**src/rtl/vga_pkg.sv**
```systemverilog
// Shared constants and types for the text video-memory fill engine.
package vga_pkg;

  localparam int unsigned VMEM_AW = 12;
  localparam int unsigned VMEM_DW = 16;
  localparam int unsigned ROW_W   = 5;
  localparam int unsigned COL_W   = 7;

  localparam logic [1:0] CFG_START = 2'd0;
  localparam logic [1:0] CFG_END   = 2'd1;
  localparam logic [1:0] CFG_FILL  = 2'd2;
  localparam logic [1:0] CFG_CTRL  = 2'd3;

  localparam int unsigned CTRL_GO      = 0;
  localparam int unsigned CTRL_ABORT   = 1;
  localparam int unsigned CTRL_CLR_ERR = 2;

  localparam logic [3:0] TAG_VGA_FILL = 4'd11;

  typedef enum logic [1:0] {
    IDLE,
    FILL,
    DONE
  } fill_state_t;

endpackage

```
**src/rtl/vmem_fill_arb_if.sv**
```systemverilog
// CPU store/config side and vmem write side of the fill arbiter.
interface vmem_fill_arb_if;
  import vga_pkg::*;

  logic               cpu_we;
  logic [VMEM_AW-1:0] cpu_addr;
  logic [VMEM_DW-1:0] cpu_data;
  logic               cfg_we;
  logic [1:0]         cfg_sel;
  logic [31:0]        cfg_data;
  logic               vm_wren;
  logic [VMEM_AW-1:0] vm_wraddr;
  logic [VMEM_DW-1:0] vm_data;
  logic [31:0]        status;

  modport master (
    output cpu_we, cpu_addr, cpu_data, cfg_we, cfg_sel, cfg_data,
    input  vm_wren, vm_wraddr, vm_data, status
  );

  modport slave (
    input  cpu_we, cpu_addr, cpu_data, cfg_we, cfg_sel, cfg_data,
    output vm_wren, vm_wraddr, vm_data, status
  );
endinterface

```
**src/rtl/vmem_fill_arb_rect_addr_gen.sv**
```systemverilog
// Row/column walker over a rectangle: row-major order, column wraps to start column.
module rect_addr_gen
  import vga_pkg::*;
(
  input  logic             clock,
  input  logic             reset,
  input  logic             load,
  input  logic             advance,
  input  logic [ROW_W-1:0] start_row,
  input  logic [COL_W-1:0] start_col,
  input  logic [ROW_W-1:0] end_row,
  input  logic [COL_W-1:0] end_col,
  output logic [ROW_W-1:0] row,
  output logic [COL_W-1:0] col,
  output logic             last
);

  always_ff @(posedge clock) begin
    if (reset) begin
      row <= '0;
      col <= '0;
    end else if (load) begin
      row <= start_row;
      col <= start_col;
    end else if (advance) begin
      if (col == end_col) begin
        col <= start_col;
        row <= row + 1'b1;
      end else begin
        col <= col + 1'b1;
      end
    end
  end

  assign last = (row == end_row) && (col == end_col);

endmodule

```
**src/rtl/vmem_fill_arb.sv**
```systemverilog
// vmem write-port owner: CPU stores take strict priority over the rectangle fill engine.
module vmem_fill_arb
  import vga_pkg::*;
#(
  parameter int unsigned ROWS = 30,
  parameter int unsigned COLS = 80
) (
  input  logic           clock,
  input  logic           reset,
  vmem_fill_arb_if.slave bus
);

  fill_state_t        state, state_next;
  logic [ROW_W-1:0]   start_row, end_row, cur_row;
  logic [COL_W-1:0]   start_col, end_col, cur_col;
  logic [VMEM_DW-1:0] fill_word;
  logic               err, err_next, done_sticky;
  logic               busy, cur_last, rect_ok;
  logic               ctrl_wr, go, abort, clr_err;
  logic               start_fill, advance;
  logic [10:0]        cfg_data_unused;

  assign cfg_data_unused = bus.cfg_data[31:21];

  assign busy    = (state != IDLE);
  assign ctrl_wr = bus.cfg_we && (bus.cfg_sel == CFG_CTRL);
  assign go      = ctrl_wr && bus.cfg_data[CTRL_GO];
  assign abort   = ctrl_wr && bus.cfg_data[CTRL_ABORT];
  assign clr_err = ctrl_wr && bus.cfg_data[CTRL_CLR_ERR];

  assign rect_ok = (start_row <= end_row) && (start_col <= end_col) &&
                   (32'(end_row) < ROWS) && (32'(end_col) < COLS);

  // Abort suppresses go entirely, whether idle or busy.
  assign start_fill = go && !abort && (state == IDLE) && rect_ok;

  always_ff @(posedge clock) begin
    if (reset) state <= IDLE;
    else       state <= state_next;
  end

  always_comb begin
    state_next = state;
    unique case (state)
      IDLE: if (start_fill) state_next = FILL;
      FILL: begin
        if (abort)                    state_next = IDLE;
        else if (advance && cur_last) state_next = DONE;
      end
      DONE: state_next = IDLE;
      default: state_next = IDLE;
    endcase
  end

  always_comb begin
    advance = (state == FILL) && !bus.cpu_we && !abort;
  end

  rect_addr_gen u_addr (
    .clock     (clock),
    .reset     (reset),
    .load      (start_fill),
    .advance   (advance),
    .start_row (start_row),
    .start_col (start_col),
    .end_row   (end_row),
    .end_col   (end_col),
    .row       (cur_row),
    .col       (cur_col),
    .last      (cur_last)
  );

  always_ff @(posedge clock) begin
    if (reset) begin
      start_row <= '0;
      start_col <= '0;
      end_row   <= '0;
      end_col   <= '0;
      fill_word <= '0;
    end else if (bus.cfg_we && (state == IDLE)) begin
      unique case (bus.cfg_sel)
        CFG_START: begin
          start_row <= bus.cfg_data[20:16];
          start_col <= bus.cfg_data[6:0];
        end
        CFG_END: begin
          end_row <= bus.cfg_data[20:16];
          end_col <= bus.cfg_data[6:0];
        end
        CFG_FILL: fill_word <= bus.cfg_data[15:0];
        default: ;
      endcase
    end
  end

  // Clear is applied before go is judged, so clear+go can re-raise err.
  always_comb begin
    err_next = err;
    if (clr_err) err_next = 1'b0;
    if (go && !abort && (busy || !rect_ok)) err_next = 1'b1;
  end

  always_ff @(posedge clock) begin
    if (reset) begin
      err         <= 1'b0;
      done_sticky <= 1'b0;
    end else begin
      err <= err_next;
      if (start_fill)         done_sticky <= 1'b0;
      else if (state == DONE) done_sticky <= 1'b1;
    end
  end

  always_ff @(posedge clock) begin
    if (reset) begin
      bus.vm_wren   <= 1'b0;
      bus.vm_wraddr <= '0;
      bus.vm_data   <= '0;
    end else begin
      bus.vm_wren <= bus.cpu_we || advance;
      if (bus.cpu_we) begin
        bus.vm_wraddr <= bus.cpu_addr;
        bus.vm_data   <= bus.cpu_data;
      end else if (advance) begin
        bus.vm_wraddr <= {cur_row, cur_col};
        bus.vm_data   <= fill_word;
      end
    end
  end

  assign bus.status = {29'd0, done_sticky, err, busy};

endmodule

```
**src/flat_wrapper.sv**
```systemverilog
// flat-port wrapper written by rule: the top's interface ports become plain ports
module vmem_fill_arb_flat import vga_pkg::*;
#(
  parameter int unsigned ROWS = 30,
  parameter int unsigned COLS = 80
)
  (clock, reset, bus_cpu_we, bus_cpu_addr, bus_cpu_data, bus_cfg_we, bus_cfg_sel, bus_cfg_data, bus_vm_wren, bus_vm_wraddr, bus_vm_data, bus_status);
  vmem_fill_arb_if bus_i ();
  input  logic clock;
  input  logic reset;
  input wire logic [$bits(bus_i.cpu_we)-1:0] bus_cpu_we;
  input wire logic [$bits(bus_i.cpu_addr)-1:0] bus_cpu_addr;
  input wire logic [$bits(bus_i.cpu_data)-1:0] bus_cpu_data;
  input wire logic [$bits(bus_i.cfg_we)-1:0] bus_cfg_we;
  input wire logic [$bits(bus_i.cfg_sel)-1:0] bus_cfg_sel;
  input wire logic [$bits(bus_i.cfg_data)-1:0] bus_cfg_data;
  output wire logic [$bits(bus_i.vm_wren)-1:0] bus_vm_wren;
  output wire logic [$bits(bus_i.vm_wraddr)-1:0] bus_vm_wraddr;
  output wire logic [$bits(bus_i.vm_data)-1:0] bus_vm_data;
  output wire logic [$bits(bus_i.status)-1:0] bus_status;
  assign bus_i.cpu_we = bus_cpu_we;
  assign bus_i.cpu_addr = bus_cpu_addr;
  assign bus_i.cpu_data = bus_cpu_data;
  assign bus_i.cfg_we = bus_cfg_we;
  assign bus_i.cfg_sel = bus_cfg_sel;
  assign bus_i.cfg_data = bus_cfg_data;
  assign bus_vm_wren = bus_i.vm_wren;
  assign bus_vm_wraddr = bus_i.vm_wraddr;
  assign bus_vm_data = bus_i.vm_data;
  assign bus_status = bus_i.status;
  vmem_fill_arb #(.ROWS(ROWS), .COLS(COLS)) u_core (.clock(clock), .reset(reset), .bus(bus_i));
endmodule
```
**config.mk**
```make
export PLATFORM = sky130hd
export DESIGN_NAME = vmem_fill_arb_flat
export DESIGN_NICKNAME = d
export VERILOG_FILES = /design/src/rtl/vga_pkg.sv /design/src/rtl/vmem_fill_arb_if.sv /design/src/rtl/vmem_fill_arb_rect_addr_gen.sv /design/src/rtl/vmem_fill_arb.sv /design/src/flat_wrapper.sv
export SDC_FILE = /design/constraint.sdc
export NUM_CORES = 1
export LEC_CHECK = 0
export BUFFER_PORTS_ARGS = -buffer_cell sky130_fd_sc_hd__clkbuf_2
export CORE_ASPECT_RATIO = 1.1
export CORE_MARGIN = 2
export CORE_UTILIZATION = 40
export DETAILED_ROUTE_END_ITERATION = 12
export GPL_TIMING_DRIVEN = 0
export PLACE_DENSITY_LB_ADDON = 0.3
export SYNTH_ARGS = -nofsm -noshare
export SYNTH_HDL_FRONTEND = slang
export SYNTH_HIERARCHICAL = 1
export SYNTH_SLANG_ARGS = --single-unit
```
**constraint.sdc**
```tcl
create_clock -name clock -period 6.1 [get_ports clock]
set_input_delay 0.61 -clock clock [delete_from_list [all_inputs] [get_ports clock]]
set_output_delay 0.61 -clock clock [all_outputs]
set_load 0.005 [all_outputs]
```
# Word level (Yosys, flattened, before mapping)
# Index checks and enable logic that the tools add are counted.
[totals]
rom_bits = 0
regBits = 85
mem_count = 0
out_inout_bits = 61
word_cells = 78
ram_bits = 0
latchBits = 0
[op_classes]
order_cmp = 4
n_reduce_logical = 34
n_bitwise = 0
addsub = 2
mux = 16
n_mul = 0
eq_ne = 9
n_shift = 0
n_div = 0
[op_table]
columns = ["operator", "count"]
rows = [
  ["$mux W16", 2],
  ["$mux W12", 2],
  ["$mux W7", 3],
  ["$logic_and A1 B1 Y1", 16],
  ["$mux W5", 3],
  ["$reduce_and A2 Y1", 5],
  ["$reduce_bool A2 Y1", 5],
  ["$add A7 B1 Y7 const B", 1],
  ["$eq A7 B7 Y1", 1],
  ["$le A7 B7 Y1", 1],
  ["$lt A7 B7 Y1 const B", 1],
  ["$eq A2 B2 Y1 const B", 3],
  ["$mux W2", 3],
  ["$add A5 B1 Y5 const B", 1],
  ["$eq A5 B5 Y1", 1],
  ["$le A5 B5 Y1", 1],
  ["$lt A5 B5 Y1 const B", 1],
  ["$eq A2 B1 Y1 const B", 2],
  ["$logic_not A2 Y1", 2],
  ["$pmux W2 S2", 1],
  ["$logic_not A1 Y1", 3],
  ["$ne A3 B1 Y1 const B", 1],
  ["$logic_or A1 B1 Y1", 2],
  ["$mux W1", 2],
  ["2 further kinds", 2],
]

# Depth between registers and ports, before layout
[logic_depth]
depth_word = 9
depth_mapped = 11
ltp_nobuf = 11

# Hierarchy
# Netlist, hierarchy kept.
[by_module_without_submodules]
columns = ["module", "cells_each", "area_each_um2", "instances"]
rows = [
  ["vmem_fill_arb", 409, 3465.8, 1],
  ["rect_addr_gen", 110, 884.6, 1],
]

# Least setup slack after synthesis
# No wires, ideal clock.
[synth_timing]
path_type = "input port to flip-flop"
startpoint = "input bus_cfg_sel[0]"
endpoint = "register u_core.u_addr.row[4]"
slack_ns = 3.304
required_ns = 5.966
setup_ns = 0.134
t_arrival_ns = 2.662
cell_stages = 9
cell_sequence = "and3_4 -> a211o_4 -> buf_2 -> nor2_1 -> inv_2 -> or4_4 -> nor3_1 -> xnor2_1 -> a21oi_1"
[synth_rtl]
columns = ["item", "line", "source"]
rows = [
  ["start, declared", "flat_wrapper.sv:15", "input wire logic [$bits(bus_i.cfg_sel)-1:0] bus_cfg_sel;"],
  ["$eq A2 B2 Y1", "vmem_fill_arb.sv:26", "assign ctrl_wr = bus.cfg_we && (bus.cfg_sel == CFG_CTRL);"],
  ["$logic_and A1 B1 Y1", "vmem_fill_arb.sv:26", ""],
  ["$logic_and A1 B1 Y1", "vmem_fill_arb.sv:28", "assign abort = ctrl_wr && bus.cfg_data[CTRL_ABORT];"],
  ["$logic_not A1 Y1", "vmem_fill_arb.sv:56", "advance = (state == FILL) && !bus.cpu_we && !abort;"],
  ["$logic_and A1 B1 Y1", "vmem_fill_arb.sv:56", ""],
  ["net u_core.advance", "vmem_fill_arb.sv:20", "logic start_fill, advance;"],
  ["$reduce_bool A2 Y1 (no line)", "--", ""],
  ["$reduce_and A2 Y1 (no line)", "--", ""],
  ["end signal, assigned", "vmem_fill_arb_rect_addr_gen.sv:23", "row <= start_row;"],
  ["end signal, assigned", "vmem_fill_arb_rect_addr_gen.sv:28", "row <= row + 1'b1;"],
  ["end, declared", "vmem_fill_arb_rect_addr_gen.sv:13", "output logic [ROW_W-1:0] row,"],
]
# The timed path passes the listed nets, and every way through them passes these cells.
# A chain may end at the register's enable or synchronous reset.

# Worst setup path in the final report
[layout_timing]
startpoint = "input bus_cfg_sel[0]"
endpoint = "register u_core.u_addr.row[1]"
# Same word-level chain as after synthesis.

==> out/summary.log <==
[routing] post-detailed-route wirelength per cell 13.8 um
[routing] vias after detailed routing 3799
[job] maxcap violations 0
[logic_synthesis] post-synth top area cell dfxtp_1
[worst_setup_path] r2r startpoint u_core/end_row[2]
[clock_network] total CTS buffers 9
[die] area of the core 10500 um^2
[sta] maximum frequency from static timing analysis 0.341 GHz
[logic_synthesis] top_reg_cell synth dfxtp_1
[outcome] outcome finished, final reports clean
[worst_setup_path] maximum single-stage delay on the critical path 0.61 ns
[die] standard-cell rows 39
[routing] total wire length 10.9 mm
[die] Starting Density 41.5%
[clock_network] Reg clk slew, reported paths 0.07 ns
[logic_synthesis] distinct cell type count after synthesis 50
[power_and_ir_drop] leakage dissipation 2.43 nW
[die] horizontal die dimension 103 um
[worst_setup_path] ordered cell list for the critical path clkbuf_2 > and3_4 > a211o_4 > buf_2 > nor2_1 > inv_2 > or4_4 > nor2_4 > nand2_1 > a311oi_1
[global_routing] pin count of the biggest net entering global routing 17
[routing] post-route antenna net violation count 0
[sta] portion of the clock cycle consumed by the worst path in the final layout 48.1%
[placed_design] RePlAce Congestion 0.888
[sta] worst clock skew 0.00698 ns
[cells_and_area] final net count 724
[sta] Fin. Hold Viols 0
[hold_path] hold path start u_core/fill_word[4]
[cells_and_area] diode insertion count for antenna repair 0
[global_routing] initial antenna violation count 0
[clock_network] CTS H-Tree Depth 3
[worst_setup_path] worst reg2reg endpoint u_core/u_addr/col[3]
[logic_synthesis] main area contributors after synthesis dfxtp_1, nand2_1, a21oi_1
[logic_synthesis] post-synthesis area per instance 8.38 um^2
[cells_and_area] Area growth syn-to-layout 23.5%
[worst_setup_path] largest fanout on the critical path 10
[clock_network] number of buffers inserted to repair setup after CTS 0
[worst_setup_path] kind of capture point of the worst setup path flop
[placed_design] instance area at placement 5060 um^2
[die] total I/O pin count 127
[sta] aggregate negative setup slack 0 ns
[logic_synthesis] Syn Inst Count 519
[cells_and_area] post-route standard cell area excluding fillers 5370 um^2
[worst_setup_path] buffering stage count on the worst path with inverters included 3
[routing] Detailed Route Iter0 Violations 139
[cells_and_area] commonest non-fill, non-tap cells in the layout nand2_1, clkbuf_2, dfxtp_1
[sta] clock period minus final worst setup slack 2.93 ns
[power_and_ir_drop] worst ir drop on vdd 153 uV
[placed_design] HPWL Detailed 8.52 mm
[logic_synthesis] asr flop ratio synth 0%
[logic_synthesis] number of register bits inferred by synthesis 85
[sta] post-route worst hold slack 0.458 ns
[placed_design] number of buffers added on ports 86
[global_routing] Tot GR Track Use 19.1%
[cells_and_area] share of layout cells above drive strength 1 26.3%
[sta] max-slew violation count 0
[worst_setup_path] Crit path arrival time 3.17 ns
[clock_network] clock insertion delay at the later pin of the skew report 0.34 ns
[routing] Via density 4.80
[global_routing] wire length of the first global-routing pass 17.7 mm
[die] die height 113 um
[worst_setup_path] kind of cell adding the most delay to the critical path simple AND/OR/NAND/NOR gates
[die] floorplan die area 11700 um^2
[clock_network] TritonCTS clock tree built
[logic_synthesis] area share of the leading cell type in the synthesized netlist 39.1%
[global_routing] via count of the first global-routing pass 3681
[clock_network] Resize count post-CTS 0
[placed_design] cell total after placement 776
[sta] Worst slew margin 63.0%
[hold_path] terminating pin of the worst hold path u_core/fill_word[4]
[cells_and_area] final cell count without fillers 792
[clock_network] CTS Root Cell clkbuf_16
[worst_setup_path] crit path max-delay cell type or4_4
[logic_synthesis] portion of the post-synthesis area used by sequential elements 39.1%
[hold_path] count of cells along the worst hold path 2
[sta] RSZ-0062 raised after global routing no
[logic_synthesis] post-synthesis instance area 4350 um^2
[sta] endpoints failing setup 0
[worst_setup_path] required time of the worst setup path 6.34 ns
[logic_synthesis] Syn. warnings 6
[worst_setup_path] CP Launch Type primary input
[cells_and_area] leading cell type in the layout, fill and taps excluded nand2_1
[clock_network] Hold Buf Count CTS 0
[power_and_ir_drop] Cell Pwr Density 246 nW/um^2
[logic_synthesis] number of enable flip-flop cells after synthesis 0
[sta] slew of the pin with the lowest slew margin 0.555 ns
[hold_path] min-delay worst type flop to flop
[routing] Remaining DRCs 0
[worst_setup_path] register-to-register setup slack 3.20 ns
[routing] router iterations before antenna repair 4
[worst_setup_path] depth of the worst register-to-register path 11
[clock_network] number of buffers between clock root and the deepest sink 2
[worst_setup_path] critical path type primary input to flop
[clock_network] number of clock sinks 85
[global_routing] Congestion Overflow GR 0
## worst min-delay path: stages (launching register included)
cell	delay, ns
dfxtp_1	0.31
nand2_1	0.05
a21oi_1	0.05
## per-layer routing
layer / global-route usage, % / vias up / wire (um) / part of all wire (%)
met2: 31.7 / 105 / 5450 / 50
met5: 0 / - / 0 / 0
li1: - / 1943 / - / -
met3: 3.80 / 17 / 601 / 5.5
met1: 24.4 / 1734 / 4700 / 43
met4: 7.19 / 0 / 185 / 1.7
## power by group
| group | switching, W | total (W) | internal, W |
|---|---|---|---|
| combinational | 0.0000890 | 0.000167 | 0.0000780 |
| sequential | 0.0000168 | 0.000593 | 0.000577 |
| clock | 0.000237 | 0.000562 | 0.000324 |
## stage by stage
stage	worst slack (ns)	utilization [%]	power, W
finish	3.17	51.2	0.00132
global route	3.00	51.2	0.00138
CTS	3.21	51.2	0.00133
detailed placement	2.87	48.3	0.000772
global placement	2.92	48.3	0.000767
floorplan	3.30	-	0.000711
## kinds of logic (layout without fill, tap and decap cells)
logic type | after synthesis | after routing | share of synthesized area [%]
AOI/OAI and AO/OA | 95 | 95 | 12.9
and+or+nand+nor | 177 | 177 | 18.1
buffers and inverters | 79 | 181 | 9.84
xor gates and xnor gates | 16 | 16 | 3.22
other | 1 | 29 | 0.0862
DFF | 85 | 85 | 39.1
adders and majority gates | 14 | 14 | 4.03
muxes | 52 | 52 | 12.8
## sequential cells by signal, summed over array words and instances (netlist names), 5 cells and up
| name | count |
|---|---|
| u_core/bus.vm_data | 16 |
| u_core/bus.vm_wraddr | 12 |
| u_core/end_col | 7 |
| u_core/end_row | 5 |
| u_core/fill_word | 16 |
| u_core/start_col | 7 |
| u_core/start_row | 5 |
| u_core/u_addr/col | 7 |
| u_core/u_addr/row | 5 |
## final cells by class
class | instances | area, um^2
Buffer | 58 | 349
Clock buffer | 9 | 225
Clock inverter | 7 | 83.8
Fill cell | 1026 | 5120
Inverter | 21 | 78.8
Multi-Input combinational cell | 383 | 2330
Sequential cell | 85 | 1700
Tap cell | 143 | 179
Timing Repair Buffer | 86 | 430
## worst max-delay path by stage
stage                                 start                    to  slack, ns  depth (start not counted)
final                        bus_cfg_sel[0]  u_core/u_addr/row[1]       3.17                         10
after global routing      u_core/end_col[4]  u_core/u_addr/col[1]       3.00                         11
after CTS                    bus_cfg_sel[0]  u_core/u_addr/row[0]       3.21                         10
after detailed placement     bus_cfg_sel[0]  u_core/u_addr/row[1]       2.87                         10
after global placement       bus_cfg_sel[0]  u_core/u_addr/row[4]       2.92                         10
after floorplan              bus_cfg_sel[0]  u_core/u_addr/row[4]       3.30                          9
## synth_stat cells, types with 8 or more instances
master and number:
nor2_1 39, mux2_2 21, inv_1 20, dfxtp_1 85
ha_1 14, o21ai_0 11, a21oi_1 58, nand2_1 102
nand3_1 8, clkbuf_1 19, mux2i_1 24, buf_4 33
xnor2_1 10
Power figures use the tool's default switching activity.
